**src/rtl/icache_pkg.sv**
```systemverilog
// ============================================================================
// Module   : icache_pkg
// Brief    : Shared types, widths and PC-split helpers for the instruction cache.
// Revision : 1.0 - initial release
// ============================================================================
`default_nettype none

package icache_pkg;

  localparam int BLOCK_BITS  = 128;
  localparam int WORD_BITS   = 32;
  localparam int OFFSET_BITS = 4;

  typedef enum logic [1:0] {
    IDLE     = 2'd0,
    MEM_READ = 2'd1,
    UPDATE   = 2'd2
  } state_t;

  function automatic logic [31:0] pc_index(input logic [31:0] pc, input int unsigned index_bits);
    return (pc >> OFFSET_BITS) & ((32'd1 << index_bits) - 32'd1);
  endfunction

  function automatic logic [31:0] pc_tag(input logic [31:0] pc, input int unsigned addr_bits,
                                         input int unsigned index_bits);
    return (pc >> (OFFSET_BITS + index_bits)) &
           ((32'd1 << (addr_bits - OFFSET_BITS - index_bits)) - 32'd1);
  endfunction

endpackage

`default_nettype wire

```
**src/rtl/icache_line_store.sv**
```systemverilog
// ============================================================================
// Module   : icache_line_store
// Brief    : Valid/tag/data arrays; one write port, combinational hit and word read.
// Revision : 1.0 - initial release
// ============================================================================
`default_nettype none

module icache_line_store
  import icache_pkg::*;
#(
  parameter int INDEX_BITS = 3,
  parameter int TAG_BITS   = 3
) (
  input  logic                  CLK,
  input  logic                  RESET,
  input  logic                  i_wr_en,
  input  logic [INDEX_BITS-1:0] i_wr_index,
  input  logic [TAG_BITS-1:0]   i_wr_tag,
  input  logic [BLOCK_BITS-1:0] i_wr_data,
  input  logic [INDEX_BITS-1:0] i_rd_index,
  input  logic [TAG_BITS-1:0]   i_rd_tag,
  input  logic [1:0]            i_rd_word,
  output logic                  o_hit,
  output logic [WORD_BITS-1:0]  o_rd_data
);

  localparam int c_lines = 2 ** INDEX_BITS;

  logic [c_lines-1:0]    r_valid;
  logic [TAG_BITS-1:0]   r_tag   [c_lines];
  logic [BLOCK_BITS-1:0] r_data  [c_lines];
  logic [BLOCK_BITS-1:0] w_line;
  logic [WORD_BITS-1:0]  w_word  [4];

  // Only the valid bits need a reset; stale tag/data are masked by valid.
  always_ff @(posedge CLK or negedge RESET) begin
    if (!RESET) begin
      r_valid <= '0;
    end else if (i_wr_en) begin
      r_valid[i_wr_index] <= 1'b1;
    end
  end

  always_ff @(posedge CLK) begin
    if (i_wr_en) begin
      r_tag[i_wr_index]  <= i_wr_tag;
      r_data[i_wr_index] <= i_wr_data;
    end
  end

  assign w_line = r_data[i_rd_index];
  assign o_hit  = r_valid[i_rd_index] && (r_tag[i_rd_index] == i_rd_tag);

  generate
    for (genvar w = 0; w < 4; w++) begin : g_word
      assign w_word[w] = w_line[WORD_BITS*w +: WORD_BITS];
    end
  endgenerate

  assign o_rd_data = w_word[i_rd_word];

endmodule

`default_nettype wire

```
**src/rtl/icache_ctrl.sv**
```systemverilog
// ============================================================================
// Module   : icache_ctrl
// Brief    : Direct-mapped instruction cache controller with block refill FSM.
//            Define ICACHE_STATS_EN to add saturating hit/miss counters.
// Revision : 1.0 - initial release
// ============================================================================
`default_nettype none

module icache_ctrl
  import icache_pkg::*;
#(
  parameter int ADDR_BITS  = 10,
  parameter int INDEX_BITS = 3
) (
  input  logic                    CLK,
  input  logic                    RESET,
  input  logic [31:0]             PC,
  output logic [31:0]             INSTRUCTION,
  output logic                    BUSYWAIT,
  output logic                    mem_read,
  output logic [ADDR_BITS-5:0]    mem_address,
  input  logic [BLOCK_BITS-1:0]   mem_readdata,
  input  logic                    mem_ready
`ifdef ICACHE_STATS_EN
  ,
  output logic [15:0]             hit_count,
  output logic [15:0]             miss_count
`endif
);

  localparam int c_tag_bits = ADDR_BITS - OFFSET_BITS - INDEX_BITS;

  state_t                  r_state;
  logic                    r_mem_read;
  logic [BLOCK_BITS-1:0]   r_fill;
  logic [INDEX_BITS-1:0]   r_index;
  logic [c_tag_bits-1:0]   r_tag;

  logic [INDEX_BITS-1:0]   w_index;
  logic [c_tag_bits-1:0]   w_tag;
  logic                    w_hit;
  logic [WORD_BITS-1:0]    w_word;

  assign w_index = INDEX_BITS'(pc_index(PC, INDEX_BITS));
  assign w_tag   = c_tag_bits'(pc_tag(PC, ADDR_BITS, INDEX_BITS));

  icache_line_store #(
    .INDEX_BITS (INDEX_BITS),
    .TAG_BITS   (c_tag_bits)
  ) u_line_store (
    .CLK        (CLK),
    .RESET      (RESET),
    .i_wr_en    (r_state == UPDATE),
    .i_wr_index (r_index),
    .i_wr_tag   (r_tag),
    .i_wr_data  (r_fill),
    .i_rd_index (w_index),
    .i_rd_tag   (w_tag),
    .i_rd_word  (PC[3:2]),
    .o_hit      (w_hit),
    .o_rd_data  (w_word)
  );

  // Index/tag are captured on miss detection so the fill target cannot move.
  always_ff @(posedge CLK or negedge RESET) begin
    if (!RESET) begin
      r_state    <= IDLE;
      r_mem_read <= 1'b0;
      r_fill     <= '0;
      r_index    <= '0;
      r_tag      <= '0;
    end else begin
      case (r_state)
        IDLE: begin
          if (!w_hit) begin
            r_state    <= MEM_READ;
            r_mem_read <= 1'b1;
            r_index    <= w_index;
            r_tag      <= w_tag;
          end
        end
        MEM_READ: begin
          if (mem_ready) begin
            r_fill     <= mem_readdata;
            r_mem_read <= 1'b0;
            r_state    <= UPDATE;
          end
        end
        UPDATE: begin
          r_state <= IDLE;
        end
        default: begin
          r_state    <= IDLE;
          r_mem_read <= 1'b0;
        end
      endcase
    end
  end

  assign BUSYWAIT    = (r_state != IDLE) || !w_hit;
  assign INSTRUCTION = BUSYWAIT ? 32'h0 : w_word;
  assign mem_read    = r_mem_read;
  assign mem_address = {r_tag, r_index};

`ifdef ICACHE_STATS_EN
  logic [15:0] r_hit_count;
  logic [15:0] r_miss_count;

  always_ff @(posedge CLK or negedge RESET) begin
    if (!RESET) begin
      r_hit_count  <= '0;
      r_miss_count <= '0;
    end else if (r_state == IDLE) begin
      if (w_hit && (r_hit_count != 16'hFFFF)) begin
        r_hit_count <= r_hit_count + 16'd1;
      end
      if (!w_hit && (r_miss_count != 16'hFFFF)) begin
        r_miss_count <= r_miss_count + 16'd1;
      end
    end
  end

  assign hit_count  = r_hit_count;
  assign miss_count = r_miss_count;
`endif

endmodule

`default_nettype wire

```
**config.mk**
```make
export PLATFORM = sky130hd
export DESIGN_NAME = icache_ctrl
export DESIGN_NICKNAME = d
export VERILOG_FILES = /design/src/rtl/icache_pkg.sv /design/src/rtl/icache_line_store.sv /design/src/rtl/icache_ctrl.sv
export SDC_FILE = /design/constraint.sdc
export NUM_CORES = 1
export LEC_CHECK = 0
export ABC_CLOCK_PERIOD_IN_PS = 14500
export BUFFER_PORTS_ARGS = -buffer_cell sky130_fd_sc_hd__buf_2
export CAP_MARGIN = 20
export CORE_AREA = 2 2 322 324
export CTS_BUF_LIST = sky130_fd_sc_hd__clkbuf_2 sky130_fd_sc_hd__clkbuf_4 sky130_fd_sc_hd__clkbuf_8
export DETAILED_ROUTE_END_ITERATION = 8
export DIE_AREA = 0 0 324 326
export GPL_TIMING_DRIVEN = 0
export SLEW_MARGIN = 20
export SYNTH_ARGS = -nofsm -noshare
export SYNTH_HDL_FRONTEND = slang
export SYNTH_SLANG_ARGS = --single-unit
```
**constraint.sdc**
```tcl
create_clock -name CLK -period 14.5 [get_ports CLK]
set_input_delay 2.175 -clock CLK [delete_from_list [all_inputs] [get_ports CLK]]
set_output_delay 2.175 -clock CLK [all_outputs]
set_load 0.1 [all_outputs]
```
== Yosys cells after proc, flatten, opt, wreduce, memory -nomap -nowiden ==
Memory sizes are Yosys's and may differ from the RTL's.
Index checks and enable logic that the tools add are counted.

* Register bits after elaboration: 145
* Memory bits (writable): 1048
* Memories kept: 2

* Order comparisons: 4
* Eq/ne operators: 5
* Multiplexer cells: 16
* Bitwise logic cells: 4
* Reduce and logical (&&, ||, !) cells: 10

{| class="wikitable"
|+ Memory list
! memory !! depth !! width !! rd ports !! clocked after memory_dff !! wr ports !! RTL line !! text
|-
| u_line_store.r_data || 8 || 128 || 1 || 0 || 1 || icache_line_store.sv:31 || <nowiki>logic [BLOCK_BITS-1:0] r_data [c_lines];</nowiki>
|-
| u_line_store.r_tag || 8 || 3 || 1 || 0 || 1 || icache_line_store.sv:30 || <nowiki>logic [TAG_BITS-1:0] r_tag [c_lines];</nowiki>
|}

{| class="wikitable"
|+ Operators with widths
! cell !! count
|-
| 32-bit 2-to-1 mux || 3
|-
| 32-bit binary-select mux with 2-bit select || 1
|-
| 3-bit by 4-bit less-than comparator with 1-bit output (second input constant) || 2
|-
| 8-bit bitwise OR || 1
|-
| 1-bit 2-to-1 mux || 6
|-
| 2-bit AND reduction || 3
|-
| 2-bit 2-to-1 mux || 2
|-
| 2-bit inequality test (second input constant) || 2
|-
| 2-bit case mux with 2 select lines || 1
|-
| 1-bit binary-select mux with 3-bit select || 1
|-
| 1-bit demux with 3-bit select || 1
|-
| 3-bit == test || 1
|-
| 3-bit by 1-bit >= comparator with 1-bit output (second input constant) || 1
|-
| 3-bit >= comparator (second input constant) || 1
|-
| 2-bit NOT with 3-bit output || 1
|-
| 1-bit case mux with 3 select lines || 1
|-
| 3-bit AND reduction || 1
|-
| 2-bit by 1-bit == test with 1-bit output (second input constant) || 1
|-
| 2-bit == test (second input constant) || 1
|-
| 1-bit logical AND || 2
|-
| 2-bit zero test || 1
|-
| 1-bit NOT || 2
|-
| 2-bit nonzero test || 1
|-
| 1-bit zero test || 1
|-
| 1-bit logical OR || 1
|}

== Logic depth before layout (Yosys ltp) ==
Gate-level depths: netlist (run 1).

* Depth in word-level cells: 6
* Depth in mapped cells: 8
* Depth with buffers taken out: 5

== Modules after synthesis ==
A second synthesis (run 1) with hierarchy kept.

* Cells, all modules: 2073
* Area total of the unflattened synthesis: 45826.5 um2

{| class="wikitable"
|+ By module, submodules not included
! module !! times used !! cells an instance !! area each (um2) !! sequential area each (um2)
|-
| icache_line_store || 1 || 1741 || 40457.6 || 31670.4
|-
| icache_ctrl || 1 || 332 || 5368.9 || 3428.3
|}

== Least setup slack after synthesis (run 1) ==
No wires, ideal clock.

* Path type: register to register
* From: reg r_index[0]
* To: reg u_line_store.r_valid[1]
* Arrival: 10.988 ns
* Data required time: 14.379 ns
* Setup slack: 3.391 ns
* Stages on the path, launching flop included: 4
* Buffers on the path: 0
* Clock period less this slack: 11.109 ns
* Path through: dfrtp_1 nand3_1 nor3_1 or2_2

* Cells in the longest elaborated chain, start to end: 5

{| class="wikitable"
|+ Ends and longest elaborated chain
! what !! RTL line !! text
|-
| from (decl) || icache_ctrl.sv:36 || <nowiki>logic [INDEX_BITS-1:0] r_index;</nowiki>
|-
| from (signal assigned) || icache_ctrl.sv:78 || <nowiki>r_index <= w_index;</nowiki>
|-
| 3-bit by 4-bit less-than comparator with 1-bit output (implied by the code) / 3-bit by 1-bit >= comparator with 1-bit output (equally long branches) || icache_line_store.sv:40 || <nowiki>r_valid[i_wr_index] <= 1'b1;</nowiki>
|-
| 1-bit logical AND (implied by the code) || icache_line_store.sv:40 ||
|-
| 1-bit 2-to-1 mux (implied by the code) || icache_line_store.sv:40 ||
|-
| 1-bit demux with 3-bit select * || -- ||
|-
| 8-bit bitwise OR (no source line) * || -- ||
|-
| to (signal assigned) || icache_line_store.sv:38 || <nowiki>r_valid <= '0;</nowiki>
|-
| to (signal, indexed assignment) || icache_line_store.sv:40 ||
|-
| to (decl) || icache_line_store.sv:29 || <nowiki>logic [c_lines-1:0] r_valid;</nowiki>
|}

Mark *: on every way between the ends. The rest lies on a longest branch, timed or not.
A chain may end at the register's enable or synchronous reset.

== Worst setup path in the final report (run 1) ==
* From: in PC[6]
* To: out INSTRUCTION[4]

* Cells in the longest elaborated chain, start to end: 6

{| class="wikitable"
|+ Ends and longest elaborated chain
! what !! RTL line !! text
|-
| from (decl) || icache_ctrl.sv:17 || <nowiki>input logic [31:0] PC,</nowiki>
|-
| parallel branches: the longest is 5 deep, another holds memory read 8 x 128 bit || -- ||
|-
| 32-bit 2-to-1 mux * || icache_ctrl.sv:101 || <nowiki>assign INSTRUCTION = BUSYWAIT ? 32'h0 : w_word;</nowiki>
|-
| to (decl) || icache_ctrl.sv:18 || <nowiki>output logic [31:0] INSTRUCTION,</nowiki>
|}

Every way passes the cells marked *. The select of a mux whose other input is x is not followed.

==> results of run 1 <==
-- worst max-delay path by stage --
stage	startpoint	end	slack (ns)	depth (start not counted)
5_1_grt	PC[2]	INSTRUCTION[26]	6.29	7
3_5_place_dp	PC[6]	INSTRUCTION[10]	6.35	8
4_1_cts	PC[6]	INSTRUCTION[10]	6.35	8
3_3_place_gp	r_state[0]$_DFFE_PN0P_	u_line_store.r_valid[0]$_DFFE_PN0P_	-7.01	4
6_report	PC[6]	INSTRUCTION[4]	6.32	8
2_1_floorplan	r_index[0]$_DFFE_PN0P_	u_line_store.r_valid[1]$_DFFE_PN0P_	3.39	3
-- power groups by stage --
stage          logic, mW  clock network [mW]  registers (mW)
2_1_floorplan      0.472                   0            4.86
3_3_place_gp       0.818                   0            4.94
3_5_place_dp       0.889                   0            4.94
4_1_cts            0.894                2.98            4.87
5_1_grt            0.948                3.13            4.94
6_report           0.878                2.92            4.87
-- sequential cells by signal, indices dropped and copies added (netlist names) --
| name | cells |
|---|---|
| u_line_store.r_data | 1024 |
| u_line_store.r_tag | 24 |
| r_tag | 3 |
| r_index | 3 |
| u_line_store.r_valid | 8 |
| mem_read | 1 |
| r_fill | 128 |
| r_state | 2 |
-- final cells by class --
class | count | area share [%]
Antenna cell | 5 | 0.02327
Buffer | 127 | 1.140
Clock buffer | 295 | 6.703
Clock inverter | 58 | 0.6517
Inverter | 2 | 0.01396
Multi-Input combinational cell | 922 | 18.44
Sequential cell | 1193 | 65.29
Tap cell | 1380 | 3.212
Timing Repair Buffer | 269 | 4.522
-- logic make-up after synthesis --
logic type / count (synthesis)
buffers and inverters: 129
multiplexers: 344
AND/OR/NAND/NOR: 475
AO/OA/AOI/OAI: 100
flip-flops: 1193
XOR/XNOR: 3
-- metrics by stage --
step | hold WS, ns | power (mW) | instance area (µm²) | setup TNS (ns) | utilization [%]
after CTS | 0.4696 | 8.750 | 53740 | 0 | 52.38
after global placement | 0.4456 | 5.757 | 48170 | -1704.95 | 46.94
after floorplan | 0.4337 | 5.336 | 45570 | 0 | -
final | 0.4689 | 8.672 | 53760 | 0 | 52.39
after global routing | 0.4790 | 9.016 | 53760 | 0 | 52.39
after detailed placement | 0.4554 | 5.831 | 49790 | 0 | 48.52
-- synthesized netlist by cell type (2+ instances only) --
| cell type | instances |
|---|---|
| sky130_fd_sc_hd__nand3b_1 | 2 |
| sky130_fd_sc_hd__nor2b_1 | 32 |
| sky130_fd_sc_hd__nand2_1 | 417 |
| sky130_fd_sc_hd__mux2i_1 | 44 |
| sky130_fd_sc_hd__mux2_2 | 7 |
| sky130_fd_sc_hd__xor2_1 | 3 |
| sky130_fd_sc_hd__a211oi_1 | 64 |
| sky130_fd_sc_hd__dfrtp_1 | 145 |
| sky130_fd_sc_hd__or2_2 | 10 |
| sky130_fd_sc_hd__nand2b_1 | 3 |
| sky130_fd_sc_hd__buf_1 | 14 |
| sky130_fd_sc_hd__clkbuf_1 | 59 |
| sky130_fd_sc_hd__inv_1 | 2 |
| sky130_fd_sc_hd__edfxtp_1 | 1048 |
| sky130_fd_sc_hd__nor2_1 | 7 |
| sky130_fd_sc_hd__buf_6 | 4 |
| sky130_fd_sc_hd__nor3_1 | 2 |
| sky130_fd_sc_hd__buf_4 | 15 |
| sky130_fd_sc_hd__buf_2 | 35 |
| sky130_fd_sc_hd__a211o_1 | 32 |
| sky130_fd_sc_hd__mux4_2 | 293 |
-- metal layers --
layer | part of all wire, % | GRT usage (%) | up-vias
li1 | - | - | 9943
met1 | 41 | 30.91 | 12441
met2 | 49 | 36.78 | 913
met3 | 7.6 | 5.154 | 167
met4 | 2.2 | 6.451 | 0
met5 | 0 | 0 | -
-- placed cells by master (no fill, tap or decap), drive strengths merged --
cell / count
a211o: 32
a211oi: 64
a21oi: 1
a41oi: 1
buf: 336
bufinv: 2
clkbuf: 355
clkinv: 45
clkinvlp: 3
dfrtp: 145
diode: 5
edfxtp: 1048
inv: 10
mux2: 7
mux2i: 44
mux4: 293
nand2: 417
nand2b: 3
nand3: 1
nand3b: 2
nand4: 1
nor2: 7
nor2b: 32
nor3: 2
o21a: 1
o21ai: 1
or2: 10
xor2: 3
-- critical path, delay by kind of cell --
family	cells	cell delay, ns
buf+inv	4	1.82
compound gates	1	0.63
simple gates	1	0.61
mux	1	0.45
xor+xnor	1	0.29
==> reports/qor.yml, run 1 <==
clock_sinks: 1193
synth-edff-count: 1048
post_synth_instance_area_um2: 45570
static-leakage-power_nw: 18.90
internal_power_mw: 6.368
synth-simple-area-share_pct: 4.190
crit-reg2reg-launch: "r_state[0]$_DFFE_PN0P_"
floorplan.initialDensity_pct: 44.41
hold_path_startpoint: "u_line_store.r_valid[2]$_DFFE_PN0P_"
p_sw_share_pct: 26.56
syn_nets: 2407
setup.worst_path.end_class: "output pin"
port_buffers: 174
place.detailed.hpwl_um: 80090
grt_max_degree: 56
fillers: 8149
tritoncts.num_buffers: 188
routabilityCongestion: 0.8376
drt-wirelength-per-cell_um: 27.58
synth.area.top_cells: "sky130_fd_sc_hd__edfxtp_1, sky130_fd_sc_hd__mux4_2, sky130_fd_sc_hd__dfrtp_1"
die_height_um: 326
post-route-drc-count: 0
post-synth-top-area-cell: "sky130_fd_sc_hd__edfxtp_1"
cts_hold_repair.buffers: 0
drt_iter0_drc: 2743
synth_area_in_xor_xnor_pct: 0.05766
vias_per_cell: 5.520
ant_nets: 0
switching_power_mw: 2.304
dr.pass1.iters: 5
hold_viol_final: 0
design.portCount: 203
antenna_violations_before_repair: 7
vdd_drop_max_mv: 0.07108
synth_top_area_share_pct: 69.06
final_period_minus_worst_setup_slack_ns: 8.176
floorplan.die.width_um: 324
dieArea_um2: 105600
multiInputGateArea_um2: 9915
grt_overflow: 0
comb_power_share_pct: 10.1
htree_num_levels: 4
ys_ff_latch: 1193
slew-limit-headroom_pct: 32.13
critical-path-max-stage-delay_ns: 0.76
period_share_pct: 56.38
clock_power_share_pct: 33.7
worstMarginPinSlew_ns: 1.018
most_used_dff_post_synth: "sky130_fd_sc_hd__edfxtp_1"
synth_cells: 2244
clock_skew_ns: 0.03583
timing.setup.critical_path_class: "in -> out"
place.detailed.instances: 3893
avgSynthCellArea_um2: 20.31
synth_area_in_adders_pct: 0
worst_path_max_delay_cell: "sky130_fd_sc_hd__clkbuf_1"
reg2reg_setup_slack_ns: 11.31
worst_hold_path_type: "reg -> reg"
coreArea_um2: 102600
final_net_count: 2866
status: "finished, final reports clean"
final_setup_viols: 0
first_pass_grt_wire_length_um: 169900
seq_power_share_pct: 56.2
grt_pass1_vias: 24685
synth_sequential_area_ratio_pct: 77.02
worst_r2r_endpoint: "u_line_store.r_data[0][10]$_DFFE_PP_"
clockBufferDepth: 3
totalWireLength_um: 117200
final_cells: 4251
post-cts-setup-buffers: 0
yosysUniqueCellTypes: 27
preCtsSetupSlack_ns: 6.351
post_cts_resized: 0
cts.reportedPaths.clkPinSlew_ns: 0.05
path_max_fanout: 10
sequential_cell_area_um2: 35100
area_delta_synth_final_pct: 17.96
synth_compound_area_share_pct: 1.768
worstPathCellList: "buf_2, clkbuf_1, mux4_2, xor2_1, nand4_1, clkbuf_1, a211oi_1, buf_2"
synth.area.mux_share_pct: 15.62
worst_skew_pair.late_latency_ns: 0.86
grt_use_total_pct: 22.66
clockRootBuffer: "sky130_fd_sc_hd__clkbuf_8"
maxCapViolations: 0
timing_max_transition_violations_final: 0
dominant_combinational_cell_family_by_area_after_synthesis: "multiplexers"
fmax_ghz: 0.1223
via_count: 23464
worst_ep_arrival_time_ns: 6.00
critical_path.startpoint_type: "input pin"
cp_data_required_time_ns: 12.32
reg2reg_depth: 10
final.setup.worst_slack_ns: 6.325
number_of_stages_on_the_worst_hold_path: 1
drive_above_1_share_pct: 33.91
cts_tree: "yes"
min_delay_worst_endpoint: "u_line_store.r_valid[2]$_DFFE_PN0P_"
pwr_density_cell_nw_per_um2: 161.3
num_rows: 118
grt_setup_unrepaired: "false"
synthesis.yosys.warnings: 0
ys_async_sr_fraction_pct: 12.15
No activity file was read; power rests on OpenSTA's default activity.
==> run 2: changes to the inputs <==
- ABC_CLOCK_PERIOD_IN_PS: 14500 -> 8100
- clock period: 14.5 -> 8.1 ns (I/O delays scaled with it)
==> run 2 against run 1 <==
Effect of this change:
- power up 80%
- hold slack worse by 0.14 ns
- clock skew down 0.0061 ns
- count of clock-buffer cells in the layout is 3 higher
- critical endpoint is now INSTRUCTION[5]
- wire length grew 0.97%
- critical path depth stayed put
- global-route usage increased by 0.080 points
- first-iteration DRC count decreased by 17%
==> reports/qor.yml, run 2 (synthesized netlist as in run 1, its figures left out) <==
reg2reg_depth: 9  # -1
grt_pass1_vias: 24452  # -0.94%
clock_skew_ns: 0.02970  # -0.006132 ns
timing.setup.critical_path_class: "in -> out"
largestRegisters: "u_line_store.r_data (1024), r_fill (128), u_line_store.r_tag (24)"
design.portCount: 203  # unchanged
post-layout-total-power_mw: 15.59  # +80%
final.setup.worst_slack_ns: 1.911  # -4.414 ns
floorplan.initialDensity_pct: 44.41  # unchanged
worstPathCellList: "buf_2, clkbuf_1, mux4_2, xor2_1, nand4_1, clkbuf_1, a211oi_1, buf_2"
hold_viol_final: 0  # unchanged
num_rows: 118  # unchanged
drive_above_1_share_pct: 33.84  # -0.079 points
drt_iter0_drc: 2267  # -17%
area_delta_synth_final_pct: 18.12
worst_path_max_delay_cell: "sky130_fd_sc_hd__a211oi_1"
dr.pass1.iters: 5  # unchanged
reg2reg_setup_slack_ns: 5.12  # -6.19 ns
path_max_fanout: 10  # unchanged
clockRootBuffer: "sky130_fd_sc_hd__clkbuf_8"
preCtsSetupSlack_ns: 1.967  # -4.383 ns
layout_commonest_cell: "sky130_fd_sc_hd__edfxtp_1"
grt_overflow: 0  # unchanged
worst_skew_pair.late_latency_ns: 0.86  # about the same
antenna_violations_before_repair: 4  # -3
final_cells: 4237  # -0.33%
setup.worst_path.end_class: "output pin"
port_buffers: 174  # unchanged
grt_max_degree: 61  # +8.9%
worst_ep_arrival_time_ns: 4.97  # -1.03 ns
routabilityCongestion: 0.8617  # +2.9%
crit_buf_inv: 4  # unchanged
maxCapViolations: 0  # unchanged
die_height_um: 326  # unchanged
post-cts-setup-buffers: 0  # unchanged
worst_hold_path_type: "in -> async"
period_share_pct: 76.41
post-route-drc-count: 0  # unchanged
clock_sinks: 1193  # unchanged
post_cts_resized: 0  # unchanged
cts.reportedPaths.clkPinSlew_ns: 0.06  # about the same
grt_setup_unrepaired: "false"
place.detailed.hpwl_um: 79400  # -0.87%
final_setup_viols: 0  # unchanged
ant_nets: 0  # unchanged
dieArea_um2: 105600  # unchanged
drt-wirelength-per-cell_um: 27.93  # +1.3%
worstMarginPinSlew_ns: 1.063  # +0.04464 ns
htree_num_levels: 4  # unchanged
worst_path_dominant_cell_family: "buffers and inverters"
critical-path-max-stage-delay_ns: 0.72  # -0.04 ns
critical_path.startpoint_type: "input pin"
cts_tree: "yes"
cp_data_required_time_ns: 6.88  # -5.44 ns
vdd_drop_max_mv: 0.1818  # +160%
final_period_minus_worst_setup_slack_ns: 6.189
vias_per_cell: 5.554  # +0.63%
timing_max_transition_violations_final: 0  # unchanged
flip_flop_count_of_the_largest_register_after_layout: 1024  # unchanged
first_pass_grt_wire_length_um: 170000  # about the same
worst_r2r_endpoint: "u_line_store.r_data[1][41]$_DFFE_PP_"
clockBufferDepth: 3  # unchanged
slew-limit-headroom_pct: 29.15  # -3.0 points
fmax_ghz: 0.1616
static-leakage-power_nw: 18.86  # -0.18%
setup.worst_path.start: "PC[6]"
floorplan.die.width_um: 324  # unchanged
layout_common_cells: "sky130_fd_sc_hd__edfxtp_1, sky130_fd_sc_hd__nand2_1, sky130_fd_sc_hd__mux4_2"
registers.top_by_ff_count: "u_line_store.r_data"
crit-reg2reg-launch: "r_state[0]$_DFFE_PN0P_"
fillers: 8191  # +0.52%
coreArea_um2: 102600  # unchanged
totalWireLength_um: 118400  # +0.97%
status: "finished, final reports clean"
grt_use_total_pct: 22.74  # +0.080 points
final_net_count: 2851  # -0.52%
tritoncts.num_buffers: 188  # unchanged
cts_hold_repair.buffers: 0  # unchanged
pwr_density_cell_nw_per_um2: 289.6  # +80%
place.detailed.instances: 3878  # -0.39%
via_count: 23533  # +0.29%
## run 2: cell count changes in the layout (fill, tap and decap cells not counted), moves of 3 or more
| cell | change |
|---|---|
| sky130_fd_sc_hd__buf_4 | -35 |
| sky130_fd_sc_hd__buf_6 | -3 |
| sky130_fd_sc_hd__buf_8 | +23 |
| sky130_fd_sc_hd__clkbuf_4 | +8 |
| sky130_fd_sc_hd__clkbuf_8 | -5 |
| sky130_fd_sc_hd__clkinv_1 | -7 |
| sky130_fd_sc_hd__clkinv_2 | +5 |
| sky130_fd_sc_hd__clkinvlp_4 | +4 |
| sky130_fd_sc_hd__diode_2 | -3 |
## run 2: area by class of cell
| type | count | area, µm² | share of cell area (%) |
|---|---|---|---|
| inverters | 2 | 7.507 | 0.01395 |
| clock buffers | 298 | 3595 | 6.678 |
| multi-input cells | 922 | 9927 | 18.44 |
| plain buffers | 127 | 610.6 | 1.134 |
| clock inverters | 59 | 396.6 | 0.7368 |
| well taps | 1380 | 1727 | 3.208 |
| repair buffers | 254 | 2465 | 4.579 |
| diodes | 2 | 5.005 | 0.009297 |
| flip-flops and latches | 1193 | 35100 | 65.20 |
## run 2: worst max-delay path by stage
stage                                                      to  cells after the start  slack (ns)
final                                          INSTRUCTION[5]                      8        1.91
after global routing                           INSTRUCTION[5]                      8        1.85
after CTS                                     INSTRUCTION[26]                      7        1.96
after detailed placement                      INSTRUCTION[26]                      7        1.97
after global placement    u_line_store.r_valid[6]$_DFFE_PN0P_                      4       -5.77
after floorplan           u_line_store.r_valid[7]$_DFFE_PN0P_                      3        0.64
## run 2: per-layer routing
| layer | part of all wire [%] | vias to the layer above | GRT usage [%] |
|---|---|---|---|
| met5 | 0.011 | - | 0 |
| met3 | 7.6 | 162 | 5.048 |
| met2 | 49 | 952 | 36.76 |
| met1 | 41 | 12501 | 31.28 |
| met4 | 2.1 | 2 | 6.351 |
| li1 | - | 9916 | - |
## run 2: power by group
group	internal [mW]	switching, mW
combinational	0.556	1.02
sequential	7.95	0.788
clock	2.92	2.35
## run 2: through the flow
stage                     hold slack (ns)  utilization (%)  instance area (µm²)   TNS, ns
after floorplan                    0.4337                -                45580         0
after global placement             0.4455            46.95                48180  -5291.49
after detailed placement           0.4549            48.57                49840         0
after CTS                          0.2793            52.46                53830         0
after global routing               0.3363            52.46                53830         0
final                              0.3291            52.46                53830         0
